<file path="src/rtl/shift_issue_if.sv">
// Handshake bundle between the decode stage, the shift issue buffer and the shifter.
// The master side is the upstream/downstream environment; the slave side is the issue buffer.
interface shift_issue_if #(
    parameter int unsigned WIDTH = 64,
    parameter int unsigned SHW   = 6
);
    logic             in_valid;
    logic             in_ready;
    logic [2:0]       in_funct3;
    logic             in_funct7b5;
    logic             in_use_imm;
    logic [WIDTH-1:0] in_rs1;
    logic [WIDTH-1:0] in_rs2;
    logic [SHW-1:0]   in_imm;
    logic [4:0]       in_rd;

    logic             out_valid;
    logic             out_ready;
    logic [WIDTH-1:0] out_din;
    logic [SHW-1:0]   out_shamt;
    logic [1:0]       out_mode;
    logic [4:0]       out_rd;

    modport master (
        output in_valid, in_funct3, in_funct7b5, in_use_imm, in_rs1, in_rs2, in_imm, in_rd,
        input  in_ready,
        output out_ready,
        input  out_valid, out_din, out_shamt, out_mode, out_rd
    );

    modport slave (
        input  in_valid, in_funct3, in_funct7b5, in_use_imm, in_rs1, in_rs2, in_imm, in_rd,
        output in_ready,
        input  out_ready,
        output out_valid, out_din, out_shamt, out_mode, out_rd
    );
endinterface

</file>
<file path="src/rtl/shift_issue.sv">
// Shift instruction issue stage: decodes funct3/funct7 into a shifter mode and buffers
// entries in a two-entry skid buffer so in_ready never depends combinationally on out_ready.
module shift_issue #(
    parameter int unsigned WIDTH = 64,
    parameter int unsigned SHW   = 6
) (
    input  logic        clk,
    input  logic        rst_n,
    input  logic        flush,
    shift_issue_if.slave bus,
    output logic        illegal,
    output logic [15:0] issue_cnt
);
    typedef enum logic [1:0] {
        EMPTY = 2'b00,
        ONE   = 2'b01,
        FULL  = 2'b10
    } state_t;

    typedef struct packed {
        logic [WIDTH-1:0] din;
        logic [SHW-1:0]   shamt;
        logic [1:0]       mode;
        logic [4:0]       rd;
    } entry_t;

    state_t state, state_next;
    entry_t main_q, skid_q, in_entry;

    logic       dec_legal;
    logic [1:0] dec_mode;
    logic       accept;
    logic       legal_acc;
    logic       out_xfer;
    logic       load_main_in;
    logic       load_main_skid;
    logic       load_skid;
    logic       rs2_hi_unused;

    // Only the low SHW bits of rs2 form the shift amount; the rest is intentionally ignored.
    assign rs2_hi_unused = ^bus.in_rs2[WIDTH-1:SHW];

    always_comb begin
        dec_legal = 1'b0;
        dec_mode  = 2'b11;
        case (bus.in_funct3)
            3'b001: begin
                dec_legal = 1'b1;
                dec_mode  = 2'b00;
            end
            3'b101: begin
                dec_legal = 1'b1;
                dec_mode  = bus.in_funct7b5 ? 2'b10 : 2'b01;
            end
            default: begin
                dec_legal = 1'b0;
                dec_mode  = 2'b11;
            end
        endcase
    end

    always_comb begin
        in_entry.din   = bus.in_rs1;
        in_entry.shamt = bus.in_use_imm ? bus.in_imm : bus.in_rs2[SHW-1:0];
        in_entry.mode  = dec_mode;
        in_entry.rd    = bus.in_rd;
    end

    assign bus.in_ready  = (state != FULL);
    assign bus.out_valid = (state != EMPTY);

    assign accept    = bus.in_valid && bus.in_ready;
    assign legal_acc = accept && dec_legal && !flush;
    assign out_xfer  = bus.out_valid && bus.out_ready;

    always_comb begin
        state_next     = state;
        load_main_in   = 1'b0;
        load_main_skid = 1'b0;
        load_skid      = 1'b0;
        if (flush) begin
            state_next = EMPTY;
        end else begin
            case (state)
                EMPTY: begin
                    if (legal_acc) begin
                        state_next   = ONE;
                        load_main_in = 1'b1;
                    end
                end
                ONE: begin
                    if (legal_acc && out_xfer) begin
                        state_next   = ONE;
                        load_main_in = 1'b1;
                    end else if (legal_acc) begin
                        state_next = FULL;
                        load_skid  = 1'b1;
                    end else if (out_xfer) begin
                        state_next = EMPTY;
                    end
                end
                FULL: begin
                    // in_ready is low here, so only the drain of main can happen.
                    if (out_xfer) begin
                        state_next     = ONE;
                        load_main_skid = 1'b1;
                    end
                end
                default: begin
                    state_next = EMPTY;
                end
            endcase
        end
    end

    always_ff @(posedge clk or negedge rst_n) begin
        if (!rst_n) begin
            state <= EMPTY;
        end else begin
            state <= state_next;
        end
    end

    always_ff @(posedge clk or negedge rst_n) begin
        if (!rst_n) begin
            main_q <= '0;
            skid_q <= '0;
        end else begin
            if (load_main_in) begin
                main_q <= in_entry;
            end else if (load_main_skid) begin
                main_q <= skid_q;
            end
            if (load_skid) begin
                skid_q <= in_entry;
            end
        end
    end

    always_ff @(posedge clk or negedge rst_n) begin
        if (!rst_n) begin
            illegal <= 1'b0;
        end else begin
            illegal <= accept && !dec_legal && !flush;
        end
    end

    always_ff @(posedge clk or negedge rst_n) begin
        if (!rst_n) begin
            issue_cnt <= '0;
        end else if (out_xfer && !flush && (issue_cnt != 16'hFFFF)) begin
            issue_cnt <= issue_cnt + 16'd1;
        end
    end

    // Idle outputs present a pass-through op so the shifter needs no valid qualification.
    assign bus.out_din   = bus.out_valid ? main_q.din   : '0;
    assign bus.out_shamt = bus.out_valid ? main_q.shamt : '0;
    assign bus.out_mode  = bus.out_valid ? main_q.mode  : 2'b11;
    assign bus.out_rd    = bus.out_valid ? main_q.rd    : '0;
endmodule

</file>
<file path="src/flat_wrapper.sv">
// flat-port wrapper written by rule: the top's interface ports become plain ports
module shift_issue_flat 
#(
    parameter int unsigned WIDTH = 64,
    parameter int unsigned SHW   = 6
)
  (clk, rst_n, flush, illegal, issue_cnt, bus_in_valid, bus_in_funct3, bus_in_funct7b5, bus_in_use_imm, bus_in_rs1, bus_in_rs2, bus_in_imm, bus_in_rd, bus_in_ready, bus_out_ready, bus_out_valid, bus_out_din, bus_out_shamt, bus_out_mode, bus_out_rd);
  shift_issue_if #(.WIDTH(WIDTH), .SHW(SHW)) bus_i ();
  input  logic clk;
  input  logic rst_n;
  input  logic flush;
  output logic illegal;
  output logic [15:0] issue_cnt;
  input wire logic [$bits(bus_i.in_valid)-1:0] bus_in_valid;
  input wire logic [$bits(bus_i.in_funct3)-1:0] bus_in_funct3;
  input wire logic [$bits(bus_i.in_funct7b5)-1:0] bus_in_funct7b5;
  input wire logic [$bits(bus_i.in_use_imm)-1:0] bus_in_use_imm;
  input wire logic [$bits(bus_i.in_rs1)-1:0] bus_in_rs1;
  input wire logic [$bits(bus_i.in_rs2)-1:0] bus_in_rs2;
  input wire logic [$bits(bus_i.in_imm)-1:0] bus_in_imm;
  input wire logic [$bits(bus_i.in_rd)-1:0] bus_in_rd;
  output wire logic [$bits(bus_i.in_ready)-1:0] bus_in_ready;
  input wire logic [$bits(bus_i.out_ready)-1:0] bus_out_ready;
  output wire logic [$bits(bus_i.out_valid)-1:0] bus_out_valid;
  output wire logic [$bits(bus_i.out_din)-1:0] bus_out_din;
  output wire logic [$bits(bus_i.out_shamt)-1:0] bus_out_shamt;
  output wire logic [$bits(bus_i.out_mode)-1:0] bus_out_mode;
  output wire logic [$bits(bus_i.out_rd)-1:0] bus_out_rd;
  assign bus_i.in_valid = bus_in_valid;
  assign bus_i.in_funct3 = bus_in_funct3;
  assign bus_i.in_funct7b5 = bus_in_funct7b5;
  assign bus_i.in_use_imm = bus_in_use_imm;
  assign bus_i.in_rs1 = bus_in_rs1;
  assign bus_i.in_rs2 = bus_in_rs2;
  assign bus_i.in_imm = bus_in_imm;
  assign bus_i.in_rd = bus_in_rd;
  assign bus_in_ready = bus_i.in_ready;
  assign bus_i.out_ready = bus_out_ready;
  assign bus_out_valid = bus_i.out_valid;
  assign bus_out_din = bus_i.out_din;
  assign bus_out_shamt = bus_i.out_shamt;
  assign bus_out_mode = bus_i.out_mode;
  assign bus_out_rd = bus_i.out_rd;
  shift_issue #(.WIDTH(WIDTH), .SHW(SHW)) u_core (.clk(clk), .rst_n(rst_n), .flush(flush), .bus(bus_i), .illegal(illegal), .issue_cnt(issue_cnt));
endmodule
</file>
<file path="config.mk">
export PLATFORM = sky130hd
export DESIGN_NAME = shift_issue_flat
export DESIGN_NICKNAME = d
export VERILOG_FILES = /design/src/rtl/shift_issue_if.sv /design/src/rtl/shift_issue.sv /design/src/flat_wrapper.sv
export SDC_FILE = /design/constraint.sdc
export NUM_CORES = 1
export LEC_CHECK = 0
export BUFFER_PORTS_ARGS = -buffer_cell sky130_fd_sc_hd__buf_4
export CORE_AREA = 2 2 137 139
export DETAILED_ROUTE_END_ITERATION = 16
export DIE_AREA = 0 0 139 141
export PLACE_DENSITY = 0.69
export SETUP_SLACK_MARGIN = 0.02
export SYNTH_ARGS = -nofsm -noshare
export SYNTH_HDL_FRONTEND = slang
export SYNTH_SLANG_ARGS = --single-unit
</file>
<file path="constraint.sdc">
create_clock -name clk -period 2 [get_ports clk]
set_input_delay 0.2 -clock clk [delete_from_list [all_inputs] [get_ports clk]]
set_output_delay 0.2 -clock clk [all_outputs]
set_load 0.05 [all_outputs]
</file>
### Yosys cells after proc, flatten, opt, wreduce, memory -nomap -nowiden

Cells that the tools add are included.

* multipliers: 0
* shift-type cells: 0
* div/mod/pow operators: 0
* equality and inequality tests: 9
* reductions and logical operators: 16
* $add $sub $neg: 1
* bitwise logic cells: 0
* order comparisons: 0
* multiplexer cells: 27

Operators by type and width (count)
* 77-bit 2-to-1 mux: 2
* 64-bit 2-to-1 mux: 1
* 16-bit by 1-bit adder with 16-bit output, second input constant: 1
* 2-bit 2-to-1 mux: 8
* 16-bit inequality test, second input constant: 1
* 6-bit 2-to-1 mux: 2
* 1-bit 2-to-1 mux: 10
* 1-bit logical AND: 9
* 3-bit by 2-bit inequality test with 1-bit output, second input constant: 2
* 2-bit one-hot mux with 3 select lines: 1
* 5-bit 2-to-1 mux: 1
* 5-bit by 2-bit inequality test with 1-bit output, second input constant: 1
* 2-bit one-hot mux with 2 select lines: 1
* 2-bit nonzero test: 2
* 3-bit by 1-bit equality test with 1-bit output, second input constant: 1
* 3-bit equality test, second input constant: 1
* 3-bit AND reduction: 1
* 2-bit by 1-bit equality test with 1-bit output, second input constant: 1
* 2-bit equality test, second input constant: 1
* 1-bit zero test: 2
* 2-bit zero test: 1
* 2-bit inequality test, second input constant: 1
* 1-bit one-hot mux with 2 select lines: 1
* 2-bit OR reduction: 1

* bits in writable memories: 0
* output and inout bits: 96
* bits of input ports: 149
* ROM bits: 0
* register bits after elaboration: 173
* latch bits: 0
* memories kept: 0
* word-level logic and storage cells: 64

### Logic depth before layout (Yosys ltp)

* word-level depth: 10
* mapped depth: 7
* depth with buffers taken out: 5

### Worst setup path before layout

No wires, ideal clock.

* kind: register to output
* start: register u_core.state[1]
* end: output port bus_out_din[54]
* buffers on the path: 2
* required time: 1.800 ns
* cell stages (with the launch flop): 5
* path slack: 0.012 ns
* arrival: 1.788 ns
* cells stage by stage: dfrtp_1 or2_1 buf_4 clkbuf_1 and2_1

* word-level cells in the longest chain between the ends: 2

RTL lines
* start: declaration: RTL line shift_issue.sv:27 `state_t state, state_next;`
* start signal: assignment: RTL line shift_issue.sv:120 `state <= state_next;`
* 2-bit nonzero test: RTL line shift_issue.sv:70 `assign bus.out_valid = (state != EMPTY);`
* via bus_out_valid: RTL line flat_wrapper.sv:24 `output wire logic [$bits(bus_i.out_valid)-1:0] bus_out_valid;`
* 64-bit 2-to-1 mux: RTL line shift_issue.sv:157 `assign bus.out_din = bus.out_valid ? main_q.din : '0;`
* end: declaration: RTL line flat_wrapper.sv:25 `output wire logic [$bits(bus_i.out_din)-1:0] bus_out_din;`

The timed path passes the listed nets, and every way through them passes these cells.

### Worst setup path in the final report

* start: register u_core.state[1]
* end: output port bus_out_rd[1]

* word-level cells in the longest chain between the ends: 2

RTL lines
* 2-bit nonzero test: RTL line shift_issue.sv:70
* 5-bit 2-to-1 mux: RTL line shift_issue.sv:160 `assign bus.out_rd = bus.out_valid ? main_q.rd : '0;`
* end: declaration: RTL line flat_wrapper.sv:28 `output wire logic [$bits(bus_i.out_rd)-1:0] bus_out_rd;`

Every way passes these cells.

==> key figures <==
Route
  • Drt wl/cell: approximately 16 um
  • Detailed-route wire length: 19,100 um
  • DRT Pass-1 Iters: 4
  • Vias per cell: ~5.0
  • DRT iter0 DRCs: approximately 230
  • Antenna-violating nets left: 0
  • Drt drc: 0
  • Total number of vias: 5,845

Clock network
  • Clock-pin slew on the worst setup and hold paths: 70 ps
  • Root buf cell: clkbuf_16
  • Cts bufs inserted: 17
  • Clk sinks: 173
  • Clk_lat worst skew: slightly above 400 ps
  • TritonCTS clock tree: done
  • H-tree depth: 4
  • CTS Buffer Depth: 2

Timing
  • Max-slew violations: 0
  • Rel. slew slack: between 60% and 70%
  • Max Fclk: around 530 MHz
  • Hold Fails Final Rpt: 0
  • Slew @ Worst Pin: approximately 540 ps
  • Endpoints failing setup: 0
  • Setup TNS Final: 0 ps
  • Final worst-path cycle share: ~94%
  • Unrepaired setup endpoints after global routing: false
  • Worst clock skew: approximately 7 ps
  • Period minus WS final: 1880 ps

Logic synthesis
  • Register area share after synthesis: around 55%
  • Yosys warns: 0
  • Top cells by area, synth: dfrtp_1, nand2_1, a22oi_1
  • Top cell type's share of synthesized area: between 50% and 60%
  • Cell taking the most area after synthesis: dfrtp_1
  • Synth cell types: 47
  • Syn Nets: 844
  • Cell Area, Synth: 7820 um2
  • FF+latch count, synth: about 170
  • Syn avg cell area: about 11 um2
  • Post-synthesis cell count: roughly 700

Pwr
  • Pleak: roughly 5.4 nW
  • VDD IR-drop max: around 580 uV
  • Power per cell area: 823 nW/um2
  • Pwr Total: ~0.0087 W

Setup path
  • Classification of the worst setup path: flip-flop to primary output
  • Data required time at the worst endpoint: roughly 1800 ps
  • Crit. End Element: primary output
  • WP data arrival: ~1700 ps
  • Critical Path Fanout Max: 28
  • CP Launch Type: flip-flop
  • R2r worst-path depth: 6

Global routing
  • First-pass GRT wire length: a little over 30,000 um
  • Largest net degree at the start of global routing: 64
  • Initial antenna violation count: 0
  • Grt total ovfl: 0
  • Gr usage total: between 10% and 20%
  • Vias in the first global route: between 5,000 and 6,000

Layout
  • Share of cells above drive strength 1: approximately 31%
  • Area growth syn-to-layout: 34.4%
  • Ant diodes: 0
  • Fin nets: ~1,100
  • Final instance area: around 11,000 um2

Floorplan
  • IO Pins: roughly 250
  • Die area: 19,600 um2
  • Height of the die: between 100 and 150 um
  • Die X-Extent: ~140 um
  • Core area: 18,300 um2
  • Initial Utilization: between 40 and 50%
  • Cell Rows: 50

Hold path
  • Cells on Worst Hold Path: 2
  • Hold crit path type: input port to flip-flop

Placement
  • GPL Wtd Cong: 0.792
  • Placed cell area: about 9500 um2
  • DP HPWL: between 10,000 and 15,000 um
  • Port bufs: ~190

Outcome
  • Status: finished, final reports clean

Job
  • Reported max-cap violation count: 0
## Yosys cell counts, drive strengths merged
master and count:
nor2 18, and4 1, buf 30, a211oi 2
a31oi 3, a2bb2oi 1, or2 2, nor3 8
and3 3, and2 76, and2b 1, xor2 13
mux2 71, nor4b 2, nor4 5, inv 3
mux2i 7, o21ai 2, ha 1, dfrtp 173
xnor2 1, nand3 8, nand2 147, nand3b 2
nand4 6, clkbuf 14, a221o 6, nand2b 4
nor2b 3, a21oi 9, nor3b 1, a22oi 69
and4bb 2
## cell usage in the layout, fill, tap and decap left out, types with 3 or more instances in the layout
| cell | synthesis | final |
|---|---|---|
| xor2_1 | 13 | 13 |
| mux2_1 | 34 | 34 |
| nor2_1 | 17 | 17 |
| nand3_1 | 8 | 8 |
| nand4_1 | 4 | 4 |
| inv_1 | 3 | 3 |
| buf_12 | 0 | 12 |
| a221o_1 | 6 | 6 |
| dfrtp_1 | 173 | 172 |
| buf_4 | 10 | 190 |
| dlygate4sd3_1 | 0 | 40 |
| mux2_2 | 36 | 36 |
| a21oi_1 | 9 | 9 |
| mux2i_1 | 7 | 7 |
| and2_1 | 76 | 76 |
| clkbuf_8 | 0 | 5 |
| clkbuf_16 | 0 | 17 |
| nor3_1 | 8 | 8 |
| nand2_1 | 147 | 147 |
| nor2b_1 | 3 | 3 |
| a22oi_1 | 69 | 69 |
| nand2b_1 | 3 | 3 |
## report_power, final
part / internal, W / leakage [nW] / switching [W]
registers: 0.00393 / 2.28 / 0.000222
clock network: 0.00189 / 0.283 / 0.00138
logic: 0.000550 / 2.84 / 0.000683
total: 0.00637 / 5.41 / 0.00228
## area by class of cell
type | count | area [um2]
flip-flops and latches | 173 | 4330
clock buffers | 24 | 502
repair buffers | 245 | 2120
fillers | 1614 | 7750
inverters | 3 | 11.3
multi-input cells | 474 | 3180
well taps | 234 | 293
clock inverters | 8 | 81.3
## cells by family after synthesis
| family | Yosys count | share of synthesized area, % |
|---|---|---|
| xor+xnor | 14 | 1.57 |
| simple gates | 289 | 18.8 |
| fa+ha+maj | 1 | 0.160 |
| mux | 78 | 11.2 |
| compound gates | 92 | 8.83 |
| buf+inv | 47 | 4.08 |
| flops | 173 | 55.4 |
## repair_timing
action                                  CTS  global route
buffers inserted                          2             0
gates resized for setup                   4             0
hold endpoints to repair                 82             0
hold buffers                             40             0
endpoints found under the setup margin   77             0
## per-stage QoR
step	util [%]	hold WS (ps)	setup WS, ps	cells
floorplan	-	-95.6	88.4	694
global placement	51.9	172	248	1086
detailed placement	51.9	173	242	1086
CTS	57.6	0.685	76.7	1161
global route	57.6	4.12	47.3	1161
finish	57.6	16.0	116	1161
## metal layers
layer	GRT usage (%)	share of wire, %
met1	26.4	44
met2	32.4	50
met3	5.16	5.5
met4	5.10	0.89
met5	0	0
## sequential cells by signal (all words and copies together), names as in the netlist
name / count
u_core.main_q: 77
u_core.issue_cnt: 16
u_core.illegal: 1
u_core.skid_q: 77
u_core.state: 2
## path summary, 6_finish.rpt
path | start | slack (ps) | endpoint
setup / recovery | u_core.state[1]$_DFFE_PN0P_ | 120 | bus_out_rd[1]
max in group asynchronous | rst_n | 1080 | u_core.state[1]$_DFFE_PN0P_
setup reg to reg | u_core.state[0]$_DFFE_PN0P_ | 190 | u_core.main_q[50]$_DFFE_PN0P_
min in group asynchronous | rst_n | 290 | u_core.main_q[67]$_DFFE_PN0P_
hold / removal | bus_in_rs1[60] | 20 | u_core.skid_q[73]$_DFFE_PN0P_
hold reg to reg | u_core.main_q[68]$_DFFE_PN0P_ | 460 | u_core.main_q[68]$_DFFE_PN0P_
## critical path, cell delays in order, from the launching register on
cell and delay [ps]:
dfrtp_2 400, or2_4 300, buf_6 190, and2_1 190, buf_4 190
No activity file was read; power rests on OpenSTA's default activity.
